**src/rtl/imem_loader_pkg.sv**
```systemverilog
// Shared constants and state encoding for the instruction-memory loader.
// The loader streams a host program into imem and then releases the core.
package imem_loader_pkg;

  localparam int IMEM_ADDR_W = 8;
  localparam int IMEM_DEPTH  = 2 ** IMEM_ADDR_W;
  localparam int IMEM_INST_W = 32;

  localparam logic [31:0] NOP_INST = 32'h0000_0000;

  typedef enum logic [1:0] {
    IDLE = 2'd0,
    LOAD = 2'd1,
    PAD  = 2'd2,
    RUN  = 2'd3
  } loader_state_t;

endpackage

```
**src/rtl/imem_loader.sv**
```systemverilog
// Writer side of the instruction memory: loads a program from a valid/ready
// stream at address 0, pads the tail with NOPs, then releases core reset.
module imem_loader
  import imem_loader_pkg::*;
#(
  parameter int ADDR_LINE_IMEM = IMEM_ADDR_W,
  parameter int INST_W         = IMEM_INST_W
) (
  input  logic                      clk,
  input  logic                      reset,
  input  logic                      start,
  input  logic [ADDR_LINE_IMEM:0]   prog_len,
  input  logic                      in_valid,
  input  logic [INST_W-1:0]         in_data,
  output logic                      in_ready,
  input  logic                      opr_finished,
  output logic                      imem_we,
  output logic [ADDR_LINE_IMEM-1:0] imem_addr,
  output logic [INST_W-1:0]         imem_wdata,
  output logic                      core_rst,
  output logic                      busy,
  output logic                      done,
  output logic                      err
);

  localparam int CNT_W = ADDR_LINE_IMEM + 1;

  // Counter is one bit wider than the address so DEPTH itself is representable.
  localparam logic [CNT_W-1:0] DEPTH_C = {1'b1, {ADDR_LINE_IMEM{1'b0}}};
  localparam logic [CNT_W-1:0] LAST_C  = {1'b0, {ADDR_LINE_IMEM{1'b1}}};
  localparam logic [CNT_W-1:0] ONE_C   = {{ADDR_LINE_IMEM{1'b0}}, 1'b1};
  localparam logic [INST_W-1:0] NOP_W  = INST_W'(NOP_INST);

  loader_state_t               state_q, state_d;
  logic [CNT_W-1:0]            cnt_q, cnt_d;
  logic [CNT_W-1:0]            len_q, len_d;
  logic                        we_q, we_d;
  logic [ADDR_LINE_IMEM-1:0]   addr_q, addr_d;
  logic [INST_W-1:0]           wdata_q, wdata_d;
  logic                        core_rst_q, core_rst_d;
  logic                        busy_q, busy_d;
  logic                        done_q, done_d;
  logic                        err_q, err_d;
  logic                        hs;

  // Valid/ready: a word transfers in any cycle where in_valid && in_ready;
  // in_ready is a pure state decode so the host sees it without a flop delay.
  assign in_ready = (state_q == LOAD);
  assign hs       = in_valid && in_ready;

  always_comb begin
    state_d = state_q;
    cnt_d   = cnt_q;
    len_d   = len_q;
    we_d    = 1'b0;
    addr_d  = addr_q;
    wdata_d = wdata_q;
    err_d   = 1'b0;
    done_d  = 1'b0;

    unique case (state_q)
      IDLE: begin
        if (start) begin
          if ((prog_len != '0) && (prog_len <= DEPTH_C)) begin
            len_d   = prog_len;
            cnt_d   = '0;
            state_d = LOAD;
          end else begin
            err_d = 1'b1;
          end
        end
      end

      LOAD: begin
        if (hs) begin
          we_d    = 1'b1;
          addr_d  = cnt_q[ADDR_LINE_IMEM-1:0];
          wdata_d = in_data;
          cnt_d   = cnt_q + ONE_C;
          if (cnt_q == (len_q - ONE_C)) begin
            state_d = (len_q < DEPTH_C) ? PAD : RUN;
          end
        end
      end

      PAD: begin
        we_d    = 1'b1;
        addr_d  = cnt_q[ADDR_LINE_IMEM-1:0];
        wdata_d = NOP_W;
        cnt_d   = cnt_q + ONE_C;
        if (cnt_q == LAST_C) begin
          state_d = RUN;
        end
      end

      RUN: begin
        if (opr_finished) begin
          state_d = IDLE;
          done_d  = 1'b1;
        end
      end

      default: state_d = IDLE;
    endcase

    busy_d     = (state_d == LOAD) || (state_d == PAD);
    // Release only once RUN has been held for a cycle, so the core leaves
    // reset the cycle after the last write lands, and re-enters it with done.
    core_rst_d = !((state_q == RUN) && (state_d == RUN));
  end

  always_ff @(posedge clk) begin
    if (reset) begin
      state_q    <= IDLE;
      cnt_q      <= '0;
      len_q      <= '0;
      we_q       <= 1'b0;
      addr_q     <= '0;
      wdata_q    <= '0;
      core_rst_q <= 1'b1;
      busy_q     <= 1'b0;
      done_q     <= 1'b0;
      err_q      <= 1'b0;
    end else begin
      state_q    <= state_d;
      cnt_q      <= cnt_d;
      len_q      <= len_d;
      we_q       <= we_d;
      addr_q     <= addr_d;
      wdata_q    <= wdata_d;
      core_rst_q <= core_rst_d;
      busy_q     <= busy_d;
      done_q     <= done_d;
      err_q      <= err_d;
    end
  end

  assign imem_we    = we_q;
  assign imem_addr  = addr_q;
  assign imem_wdata = wdata_q;
  assign core_rst   = core_rst_q;
  assign busy       = busy_q;
  assign done       = done_q;
  assign err        = err_q;

endmodule

```
**config.mk**
```make
export PLATFORM = sky130hd
export DESIGN_NAME = imem_loader
export DESIGN_NICKNAME = d
export VERILOG_FILES = /design/src/rtl/imem_loader_pkg.sv /design/src/rtl/imem_loader.sv
export SDC_FILE = /design/constraint.sdc
export NUM_CORES = 1
export LEC_CHECK = 0
export CORE_ASPECT_RATIO = 2
export CORE_MARGIN = 2
export CORE_UTILIZATION = 46
export CTS_CLUSTER_SIZE = 12
export DETAILED_ROUTE_END_ITERATION = 7
export PLACE_DENSITY_LB_ADDON = 0.2
export SLEW_MARGIN = 10
export SYNTH_ARGS = -nofsm -noshare
export SYNTH_HDL_FRONTEND = slang
export SYNTH_SLANG_ARGS = --single-unit
```
**constraint.sdc**
```tcl
create_clock -name clk -period 3.1 [get_ports clk]
set_clock_uncertainty 0.15 [all_clocks]
set_input_delay 0.31 -clock clk [delete_from_list [all_inputs] [get_ports clk]]
set_output_delay 0.31 -clock clk [all_outputs]
set_load 0.1 [all_outputs]
```
==> flow_metrics.env <==
export IMPL_path_class="flop to flop"
export IMPL_tns_ns=0
export IMPL_clk_latency_ns=0.33
export IMPL_numCtsBuffers=9
export IMPL_nNetsFinal=472
export IMPL_synth_warnings=0
export IMPL_wire_per_inst_um=15.6
export IMPL_die_w_um=60.1
export IMPL_hold_class="flop to flop"
export IMPL_maxCapViolCount=0
export IMPL_fin_ws_ns=0.191
export IMPL_initial_core_util_pct=47.7
export IMPL_async_flop_share_pct=0
export IMPL_outcome="finished clean"
export IMPL_overflow=0
export IMPL_setup_viol=0
export IMPL_vias_per_cell=5.34
export IMPL_swShare_pct=35.6
export IMPL_grt_pass1_wl_mm=12.5
export IMPL_internal_power_w=0.00173
export IMPL_clock_root_buffer="clkbuf_16"
export IMPL_cts_setup_buffers=0
export IMPL_hold_buffers=0
export IMPL_crit_buf_inv=1
export IMPL_finalPower_w=0.00268
export IMPL_hold_viol_final=0
export IMPL_num_fill_cells=516
export IMPL_synth_top_area_cell="dfxtp_1"
export IMPL_synth_flop_cell="dfxtp_1"
export IMPL_clk_pin_slew_ns=0.05
export IMPL_synthTopCellsByArea="dfxtp_1 45%, a22oi_1 8.3%, nor2_1 7.5%"
export IMPL_coreArea_sq_um=6060
export IMPL_grt_max_degree=42
export IMPL_cp_arrival_ns=2.94
export IMPL_synth_edff_count=0
export IMPL_maxSlewHeadroom_pct=49.5
export IMPL_rows=40
export IMPL_yosys_area_top_type_share_pct=45.0
export IMPL_cp_start_kind="flop"
export IMPL_drive_above_1_share_pct=19.7
export IMPL_worst_pin_slew_ns=0.757
export IMPL_drtIter0Drc=180
export IMPL_holdWs_ns=0.350
export IMPL_synth_nets=378
export IMPL_rsz0062_at_grt="no"
export IMPL_slowest_delay_ns=0.50
export IMPL_fin_util_pct=67.6
export IMPL_cp_max_fo=5
export IMPL_die_h_um=116
export IMPL_clk_path_buf_depth=2
export IMPL_cp_cell_sequence="inv_1 -> ha_1 -> or3b_2 -> nor3_1 -> xnor2_1 -> nor4bb_2 -> a211oi_1 -> nor3_1 -> ha_1 -> nor2b_1"
export IMPL_period_share_pct=93.8
export IMPL_drv_slew=0
export IMPL_cp_top_family="simple AND/OR/NAND/NOR gates"
export IMPL_num_vias=2697
export IMPL_cts_tree="yes"
export IMPL_syn_cell_area_sq_um=2890
export IMPL_fmax_mhz=344
export IMPL_gp_congestion=0.910
export IMPL_slowest_stage="or3b_2"
export IMPL_post_synth_cell_area_avg_sq_um=8.95
export IMPL_antenna_found_initial=0
export IMPL_ys_ff_latch=65
export IMPL_drc=0
export IMPL_end_kind="flop"
export IMPL_first_pass_iters=4
export IMPL_power_frac_comb_pct=32.2
export IMPL_antenna_left=0
export IMPL_portBuffers=91
export IMPL_synth_seq_area_share_pct=45.0
export IMPL_ir_drop_uv=621
export IMPL_power_density_nw_per_um2=655
export IMPL_dp_slack_ns=0.0622
export IMPL_clock_sinks=65
export IMPL_dp_hpwl_mm=5.86
export IMPL_p_seq_share_pct=34.7
export IMPL_io_pins=92
export IMPL_htreeDepth=3
export IMPL_yosysUniqueCellTypes=40
export IMPL_grt_pass1_vias=2773
export IMPL_synth_cells=323
export IMPL_areaGrowthSynthToFinish_pct=41.6
export IMPL_insertedDiodeCount=0
export IMPL_required_ns=3.13
export IMPL_grtUsageTotal_pct=24.0
export IMPL_p_sw_w=0.000956
export IMPL_leakage_nw=1.68
export IMPL_fp_dieArea_sq_um=6970
export IMPL_fin_crit_ns=2.91
export IMPL_pwr_share_clk_pct=33.1
export IMPL_wl_mm=7.89
[sequential cells by signal, indices dropped and copies added, names as in the netlist]
| name | cells |
|---|---|
| cnt_q | 9 |
| imem_addr | 8 |
| core_rst | 1 |
| done | 1 |
| imem_we | 1 |
| len_q | 9 |
| state_q | 2 |
| imem_wdata | 32 |
| err | 1 |
| busy | 1 |
[repair_timing]
| item | CTS | global route |
|---|---|---|
| setup endpoints to repair | 0 | 1 |
| gates resized for setup | 0 | 1 |
| endpoints found under the hold margin | 0 | 0 |
[stage by stage]
stage          cells  instance area [sq um]
2_1_floorplan    323                   2900
3_3_place_gp     490                   3820
3_5_place_dp     490                   3820
4_1_cts          505                   4090
5_1_grt          505                   4100
6_report         505                   4100
[cell families after synthesis]
family | Yosys count | synth area share [%]
multiplexers | 19 | 6.62
AO/OA/AOI/OAI | 66 | 15.3
buffers and inverters | 27 | 3.55
flip-flops | 65 | 45.0
adder cells (fa/ha/maj) | 9 | 3.89
AND/OR/NAND/NOR | 124 | 21.7
XOR/XNOR | 13 | 3.94
[synthesized netlist by cell type, types with 2 or more instances]
library cell	instances
inv_1	8
a22oi_1	32
or3_1	10
xor2_1	5
nor2_1	58
ha_1	9
and2_1	6
mux2i_1	18
nor3b_1	2
a21oi_1	11
nand3_1	7
dfxtp_1	65
xnor2_1	8
nor4bb_1	2
a211oi_1	4
or4_1	2
nor2b_1	6
nand2_1	11
nor3_1	6
and3_1	2
nand3b_1	2
clkbuf_1	17
o21ai_0	14
or2_2	2
[cell type report]
cell class	count	area (sq um)	area share, %
multi-input cells	231	1520	37.2
flip-flops and latches	65	1300	31.8
repair buffers	102	873	21.3
clock buffers	12	246	6.02
well taps	84	105	2.57
inverters	8	30.0	0.733
clock inverters	3	17.5	0.428
[power by group through the flow]
stage | combinational, W | sequential (W) | clock (W)
floorplan | 0.000340 | 0.00123 | 0
global placement | 0.000852 | 0.000943 | 0
detailed placement | 0.000858 | 0.000945 | 0
CTS | 0.000860 | 0.000930 | 0.000911
global route | 0.000914 | 0.000937 | 0.000951
finish | 0.000863 | 0.000930 | 0.000889
[final timing paths]
kind / start / to / slack [ns] / depth (start not counted)
setup reg to reg: len_q[1]$_SDFFE_PP0P_ / busy$_SDFF_PP0_ / 0.19 / 10
setup / recovery: len_q[1]$_SDFFE_PP0P_ / busy$_SDFF_PP0_ / 0.19 / 10
hold reg to reg: imem_wdata[4]$_SDFFE_PP0P_ / imem_wdata[4]$_SDFFE_PP0P_ / 0.35 / 2
hold / removal: imem_wdata[4]$_SDFFE_PP0P_ / imem_wdata[4]$_SDFFE_PP0P_ / 0.35 / 2
[worst min-delay path: stages, from the launching register on]
cell	delay, ns
dfxtp_1	0.33
a22oi_1	0.07
nor2_1	0.07
[routing by layer]
layer  GRT usage [%]  routed length (um)
met3            5.87                 313
met5               0                   0
met1            24.4                2850
met4            14.4                 336
met2            42.4                4400
[cell usage in the layout, fill, tap and decap left out, types with 9 or more instances in the layout]
| master | count |
|---|---|
| a21oi_1 | 11 |
| a22oi_1 | 32 |
| buf_4 | 57 |
| clkbuf_16 | 9 |
| clkdlybuf4s50_1 | 44 |
| dfxtp_1 | 65 |
| mux2i_1 | 17 |
| nand2_1 | 11 |
| nor2_1 | 57 |
| o21ai_0 | 14 |
| or3_1 | 10 |
Power figures use the tool's default switching activity.
